### config.mk
export PLATFORM = sky130hd
export DESIGN_NAME = uart_tx_sched_flat
export DESIGN_NICKNAME = d
export VERILOG_FILES = /design/src/rtl/uart_tx_sched_if.sv /design/src/rtl/uart_tx_sched.sv /design/src/flat_wrapper.sv
export SDC_FILE = /design/constraint.sdc
export NUM_CORES = 1
export LEC_CHECK = 0
export ABC_AREA = 1
export CORE_UTILIZATION = 36
export DETAILED_ROUTE_END_ITERATION = 7
export PLACE_DENSITY = 0.72
export SLEW_MARGIN = 20
export SYNTH_ARGS = -nofsm -noshare
export SYNTH_HDL_FRONTEND = slang
export SYNTH_SLANG_ARGS = --single-unit
### constraint.sdc
create_clock -name clk -period 2 [get_ports clk]
set_input_delay 0.4 -clock clk [delete_from_list [all_inputs] [get_ports clk]]
set_output_delay 0.4 -clock clk [all_outputs]
set_load 0.02 [all_outputs]
### src/rtl/uart_tx_sched_if.sv
// Bundle between the uart_tx_sched scheduler, its N requesters and the shared transmit engine.
// master: scheduler side (drives grants, engine start and status; reads requests and engine done).
// slave : environment side (requesters plus engine), the mirror image of master.
interface uart_tx_sched_if #(
  parameter int N = 4
);
  logic           en;        // new grants allowed
  logic [N-1:0]   req;       // level request per channel
  logic [8*N-1:0] len;       // frame length per channel, channel i at [8*i+7:8*i]
  logic [N-1:0]   done;      // one-cycle completion pulse on the served channel
  logic           busy;      // scheduler not idle
  logic           err;       // one-cycle watchdog abort pulse
  logic [2:0]     err_ch;    // channel of the most recent abort
  logic [2:0]     sel;       // channel owning the engine
  logic           fs;        // engine frame start
  logic           fd;        // engine frame done
  logic [7:0]     data_len;  // length latched at grant

  modport master (
    input  en, req, len, fd,
    output done, busy, err, err_ch, sel, fs, data_len
  );

  modport slave (
    output en, req, len, fd,
    input  done, busy, err, err_ch, sel, fs, data_len
  );
endinterface

### src/rtl/uart_tx_sched.sv
// Round-robin scheduler sharing one fifo-to-UART transmit engine between N requesters:
// grants a channel, holds fs until the engine reports fd, pulses done, then waits IFG idle
// cycles. A watchdog aborts a frame that stays in SEND for TIMEOUT cycles (0 disables it).
// Ports: clk, rst (async active-high), bus (uart_tx_sched_if.master): en/req/len from the
// requesters, fd from the engine; fs/sel/data_len to the engine; done/busy/err/err_ch status.
module uart_tx_sched #(
  parameter int N       = 4,
  parameter int IFG     = 16,
  parameter int TIMEOUT = 4096,
  parameter int TMO_W   = 16
) (
  input  logic             clk,
  input  logic             rst,
  uart_tx_sched_if.master  bus
);

  localparam int PTR_W = $clog2(N);
  localparam int GAP_W = (IFG > 0) ? $clog2(IFG + 1) : 1;

  localparam logic [TMO_W-1:0] TMO_LAST = TMO_W'((TIMEOUT > 0) ? TIMEOUT - 1 : 0);
  localparam logic [GAP_W-1:0] GAP_LAST = GAP_W'((IFG > 0) ? IFG - 1 : 0);

  typedef enum logic [2:0] {
    S_IDLE,
    S_ARB,
    S_SEND,
    S_REL,
    S_ABORT,
    S_REL_A,
    S_GAP
  } state_t;

  // One spare bit so ptr + offset can exceed N-1 before the wrap subtraction.
  typedef logic [PTR_W:0] idx_t;

  state_t             state_q, state_d;
  logic [PTR_W-1:0]   ptr_q, ptr_d;
  logic [PTR_W-1:0]   sel_q, sel_d;
  logic [7:0]         data_len_q, data_len_d;
  logic [TMO_W-1:0]   wdog_q, wdog_d;
  logic [GAP_W-1:0]   gap_q, gap_d;
  logic [2:0]         err_ch_q, err_ch_d;

  logic               win_vld;
  logic [PTR_W-1:0]   win_idx;
  logic [7:0]         win_len;
  idx_t               scan_idx;
  logic               tmo_hit;
  logic               gap_last;
  logic               done_pulse;
  state_t             after_rel;

  // Winner search: scan from the highest offset down so the last hit is the one closest
  // to ptr, which is the round-robin winner.
  always_comb begin
    win_vld  = 1'b0;
    win_idx  = '0;
    scan_idx = '0;
    for (int k = N - 1; k >= 0; k--) begin
      scan_idx = idx_t'(ptr_q) + idx_t'(k);
      if (scan_idx >= idx_t'(N)) begin
        scan_idx = scan_idx - idx_t'(N);
      end
      if (bus.req[scan_idx[PTR_W-1:0]]) begin
        win_vld = 1'b1;
        win_idx = scan_idx[PTR_W-1:0];
      end
    end
  end

  assign win_len   = bus.len[{win_idx, 3'b000} +: 8];
  assign tmo_hit   = (TIMEOUT != 0) && (wdog_q == TMO_LAST);
  assign gap_last  = (gap_q == GAP_LAST);
  assign after_rel = (IFG == 0) ? S_IDLE : S_GAP;

  // State register.
  always_ff @(posedge clk or posedge rst) begin
    if (rst) begin
      state_q    <= S_IDLE;
      ptr_q      <= '0;
      sel_q      <= '0;
      data_len_q <= '0;
      wdog_q     <= '0;
      gap_q      <= '0;
      err_ch_q   <= '0;
    end else begin
      state_q    <= state_d;
      ptr_q      <= ptr_d;
      sel_q      <= sel_d;
      data_len_q <= data_len_d;
      wdog_q     <= wdog_d;
      gap_q      <= gap_d;
      err_ch_q   <= err_ch_d;
    end
  end

  // Next-state logic. fd wins over the watchdog when both land on the same cycle.
  always_comb begin
    state_d = state_q;
    unique case (state_q)
      S_IDLE:  if (bus.en && (|bus.req)) state_d = S_ARB;
      S_ARB:   state_d = win_vld ? S_SEND : S_IDLE;
      S_SEND: begin
        if (bus.fd)       state_d = S_REL;
        else if (tmo_hit) state_d = S_ABORT;
      end
      S_REL:   if (!bus.fd) state_d = after_rel;
      S_ABORT: state_d = S_REL_A;
      S_REL_A: if (!bus.fd) state_d = after_rel;
      S_GAP:   if (gap_last) state_d = S_IDLE;
      default: state_d = S_IDLE;
    endcase
  end

  // Datapath updates: grant latch, watchdog, gap counter, abort channel.
  always_comb begin
    ptr_d      = ptr_q;
    sel_d      = sel_q;
    data_len_d = data_len_q;
    wdog_d     = wdog_q;
    gap_d      = '0;
    err_ch_d   = err_ch_q;
    unique case (state_q)
      S_ARB: begin
        wdog_d = '0;
        if (win_vld) begin
          sel_d      = win_idx;
          data_len_d = win_len;
          ptr_d      = (win_idx == PTR_W'(N - 1)) ? '0 : win_idx + 1'b1;
        end
      end
      S_SEND: begin
        if (!bus.fd) begin
          if (tmo_hit) begin
            // Captured on entry to ABORT so err_ch is already valid during the err pulse.
            err_ch_d = 3'(sel_q);
          end else if (wdog_q != {TMO_W{1'b1}}) begin
            wdog_d = wdog_q + 1'b1;
          end
        end
      end
      S_GAP:   gap_d = gap_q + 1'b1;
      default: ;
    endcase
  end

  // Outputs decoded from state; the REL done pulse fires on the cycle fd is seen low.
  always_comb begin
    done_pulse   = (state_q == S_ABORT) || ((state_q == S_REL) && !bus.fd);
    bus.done     = '0;
    if (done_pulse) begin
      bus.done[sel_q] = 1'b1;
    end
    bus.fs       = (state_q == S_SEND);
    bus.busy     = (state_q != S_IDLE);
    bus.err      = (state_q == S_ABORT);
    bus.err_ch   = err_ch_q;
    bus.sel      = 3'(sel_q);
    bus.data_len = data_len_q;
  end

endmodule

### src/flat_wrapper.sv
// flat-port wrapper written by rule: the top's interface ports become plain ports
module uart_tx_sched_flat 
#(
  parameter int N       = 4,
  parameter int IFG     = 16,
  parameter int TIMEOUT = 4096,
  parameter int TMO_W   = 16
)
  (clk, rst, bus_en, bus_req, bus_len, bus_fd, bus_done, bus_busy, bus_err, bus_err_ch, bus_sel, bus_fs, bus_data_len);
  uart_tx_sched_if #(.N(N)) bus_i ();
  input  logic clk;
  input  logic rst;
  input wire logic [$bits(bus_i.en)-1:0] bus_en;
  input wire logic [$bits(bus_i.req)-1:0] bus_req;
  input wire logic [$bits(bus_i.len)-1:0] bus_len;
  input wire logic [$bits(bus_i.fd)-1:0] bus_fd;
  output wire logic [$bits(bus_i.done)-1:0] bus_done;
  output wire logic [$bits(bus_i.busy)-1:0] bus_busy;
  output wire logic [$bits(bus_i.err)-1:0] bus_err;
  output wire logic [$bits(bus_i.err_ch)-1:0] bus_err_ch;
  output wire logic [$bits(bus_i.sel)-1:0] bus_sel;
  output wire logic [$bits(bus_i.fs)-1:0] bus_fs;
  output wire logic [$bits(bus_i.data_len)-1:0] bus_data_len;
  assign bus_i.en = bus_en;
  assign bus_i.req = bus_req;
  assign bus_i.len = bus_len;
  assign bus_i.fd = bus_fd;
  assign bus_done = bus_i.done;
  assign bus_busy = bus_i.busy;
  assign bus_err = bus_i.err;
  assign bus_err_ch = bus_i.err_ch;
  assign bus_sel = bus_i.sel;
  assign bus_fs = bus_i.fs;
  assign bus_data_len = bus_i.data_len;
  uart_tx_sched #(.N(N), .IFG(IFG), .TIMEOUT(TIMEOUT), .TMO_W(TMO_W)) u_core (.clk(clk), .rst(rst), .bus(bus_i));
endmodule
==> summary.txt <==
Status
  • Outcome: finished, final reports clean

Detailed routing
  • Per-cell routed wire length: roughly 12 um
  • ANT nets after route: 0
  • Routed via count: between 2000 and 3000
  • DRC: 0
  • WL final: approximately 6400 um
  • Pre-antenna DRT Iters: 4
  • DRT iter0 DRCs: roughly 140
  • Vias per Instance: 5.00

Critical path
  • Crit start category: register
  • Critical path class: reg2out
  • FF-to-FF setup slack: around 150 ps
  • R2R Path Start: u_core.wdog_q[1]
  • CP endpoint kind: output pin
  • Highest fanout seen on the critical path: 3
  • Worst EP required: about 1600 ps
  • Worst Path Arrival: ~1500 ps
  • RR Endpoint: u_core.wdog_q[6]
  • Worst reg-to-reg path cell count: 9

Floorplan
  • Starting Density: approximately 37%
  • Full die area: 0.00733 mm^2
  • Site row count: 30
  • Core footprint: between 0.006 and 0.007 mm^2
  • Horiz. Die Dim: 85.6 um
  • Die Ht: about 86 um
  • Io pins: a little over 60

Clocking
  • Reg clk slew, reported paths: approximately 70 ps
  • Clock Latency Late Sink: between 200 and 300 ps
  • # clock sinks: 38
  • Htree depth: 2
  • CTS root buffer: clkbuf_8
  • CTS Buffer Depth: 2
  • Total CTS buffers: 5
  • CTS tree: built

Yosys
  • Count of cell types in the netlist: 35
  • Top cells by count, synth: 98 x nand2_1, 63 x nand3_1, 38 x dfrtp_1
  • Synth top area cells: dfrtp_1 38%, nand2_1 15%, nand3_1 13%
  • Post-synthesis cell area: around 0.0025 mm^2
  • Async set-reset flop share out of synthesis: 100%
  • Yosys top cell area share: 37.8%
  • Most common cell in the netlist: nand2_1
  • Synthesized netlist cell count: between 300 and 400
  • Register area share after synthesis: a little under two fifths
  • Synth warnings: 0
  • Flops & latches, synth: 38
  • Ys flop type: dfrtp_1
  • Number of synthesized flops with an enable pin: 0
  • Area leader, netlist: dfrtp_1
  • Synthesized area per cell: around 7 um^2

Place
  • RD Place Congestion: 0.895
  • Final HPWL DP: between 4000 and 5000 um
  • Place WS: -311 ps
  • IO Port Bufs: 58
  • Area of placed instances: roughly 0.0033 mm^2

Layout
  • Post-layout nets: 481
  • Number of diodes: 0
  • Cell area after layout: 0.00348 mm^2
  • Filler cells: 644
  • Layout Area Growth over Synthesis: 38.1%
  • Layout cells sized above 1: between 10% and 20%

Global route
  • First-pass GRT wire length: 11200 um
  • GR Overflow Total: 0
  • Largest net degree at the start of global routing: 39
  • Vias in the first global route: approximately 2500
  • Initial antenna violation count: 0
  • GR Util All Layers: around a fifth

Timing
  • Worst setup margin: approximately 85 ps
  • Fin. Hold Viols: 0
  • Clk_skew: 5.93 ps
  • Fmax: about 520 MHz
  • Min Tclk post-route: 1910 ps
  • RSZ-0062 raised after global routing: no
  • Setup violators final: 0
  • Slew Viols, Final: 0
  • Final worst path period share: 95.7%

Hold path
  • Type of the worst min-delay path: reg2reg
  • Hold_sp: u_core.gap_q[0]
  • Hold Crit Depth: 1
  • Hold Path End: u_core.gap_q[0]

Power
  • P_leak: about 0.0016 uW
  • Power Density: between 1000 and 1500 mW/mm^2
  • Worst vdd ir: around 0.0011 V

Flow run
  • # Max-Cap Violations: 0
==> per-layer routing <==
| layer | GRT usage (%) | part of all wire [%] | up-vias |
|---|---|---|---|
| li1 | - | - | 1328 |
| met1 | 24.2 | 45 | 1160 |
| met2 | 31.6 | 47 | 94 |
| met3 | 4.52 | 5.7 | 12 |
| met4 | 5.76 | 1.8 | 0 |
| met5 | 0 | 0 | - |
==> how the worst max path moves through the flow <==
stage                      start  cells after the start          end
6_report       u_core.state_q[0]                      3       bus_fs
5_1_grt        u_core.state_q[0]                      5  bus_done[1]
3_3_place_gp              bus_fd                      5  bus_done[3]
2_1_floorplan  u_core.state_q[2]                      4  bus_done[0]
3_5_place_dp              bus_fd                      5  bus_done[3]
4_1_cts        u_core.state_q[0]                      5  bus_done[3]
==> critical path: stages (launching register included) <==
cell	delay, ps
dfrtp_1	410
buf_4	160
nor3_4	280
dlygate4sd2_1	370
==> registers in the layout, indices dropped and copies added (netlist names) <==
name and flops:
u_core.wdog_q 16, u_core.bus.data_len 8, u_core.gap_q 5, u_core.state_q 3
u_core.bus.err_ch 2, u_core.ptr_q 2, u_core.sel_q 2
==> cell type report <==
cell class	instances	area [um^2]	area share [%]
Multi-Input combinational cell	272	1380	39.8
Sequential cell	38	952	27.4
Timing Repair Buffer	84	756	21.7
Inverter	37	141	4.07
Tap cell	80	100	2.88
Clock buffer	6	82.6	2.38
Clock inverter	2	60.1	1.73
==> through the flow <==
stage	hold slack (ps)	TNS [ps]	util [%]	std cells	total power, uW
detailed placement	452	-2630	49.3	511	3870
global route	501	0	51.4	519	5080
floorplan	433	0	-	357	2910
global placement	447	-1900	49.3	511	3820
CTS	462	0	51.3	519	4660
finish	460	0	51.4	519	4690
==> layout by cell type, fill, tap and decap left out, types with 3 or more instances in the layout <==
| cell type | netlist | routed |
|---|---|---|
| nand4_1 | 4 | 4 |
| ha_1 | 3 | 3 |
| o21ai_2 | 5 | 5 |
| clkdlybuf4s50_1 | 0 | 51 |
| inv_1 | 32 | 32 |
| nand3_1 | 63 | 63 |
| a21oi_1 | 5 | 3 |
| o21ai_0 | 14 | 14 |
| clkbuf_8 | 0 | 6 |
| nor3_2 | 1 | 3 |
| o21ai_1 | 3 | 3 |
| nor2_1 | 30 | 30 |
| clkbuf_2 | 0 | 3 |
| nand3_2 | 3 | 3 |
| dfrtp_1 | 38 | 37 |
| buf_4 | 4 | 25 |
| nand2_1 | 98 | 98 |
| dlygate4sd2_1 | 0 | 3 |
| xor2_1 | 9 | 9 |
| inv_2 | 4 | 4 |
| nor3_1 | 14 | 12 |
==> power breakdown <==
group / total (uW) / internal (uW) / switching, uW
Combinational: 2780 / 1110 / 1670
Sequential: 1100 / 942 / 159
Clock: 812 / 532 / 280
==> cells by family (layout without fill, tap and decap cells) <==
| family | Yosys count | after routing | share of synthesized area (%) |
|---|---|---|---|
| xor gates and xnor gates | 11 | 11 | 3.83 |
| DFF | 38 | 38 | 37.8 |
| other | 1 | 2 | 0.149 |
| buffers and inverters | 47 | 129 | 8.45 |
| AOI/OAI and AO/OA | 32 | 32 | 7.81 |
| and+or+nand+nor | 224 | 224 | 40.5 |
| adders and majority gates | 3 | 3 | 1.49 |
==> what timing repair did <==
action | in CTS | in global routing
setup endpoints to repair | 7 | 22
hold buffers | 0 | 0
endpoints found under the hold margin | 0 | 0
gates resized for setup | 8 | 19
buffers inserted | 0 | 0
pin swaps | 0 | 0
(Power assumes the default switching activity.)
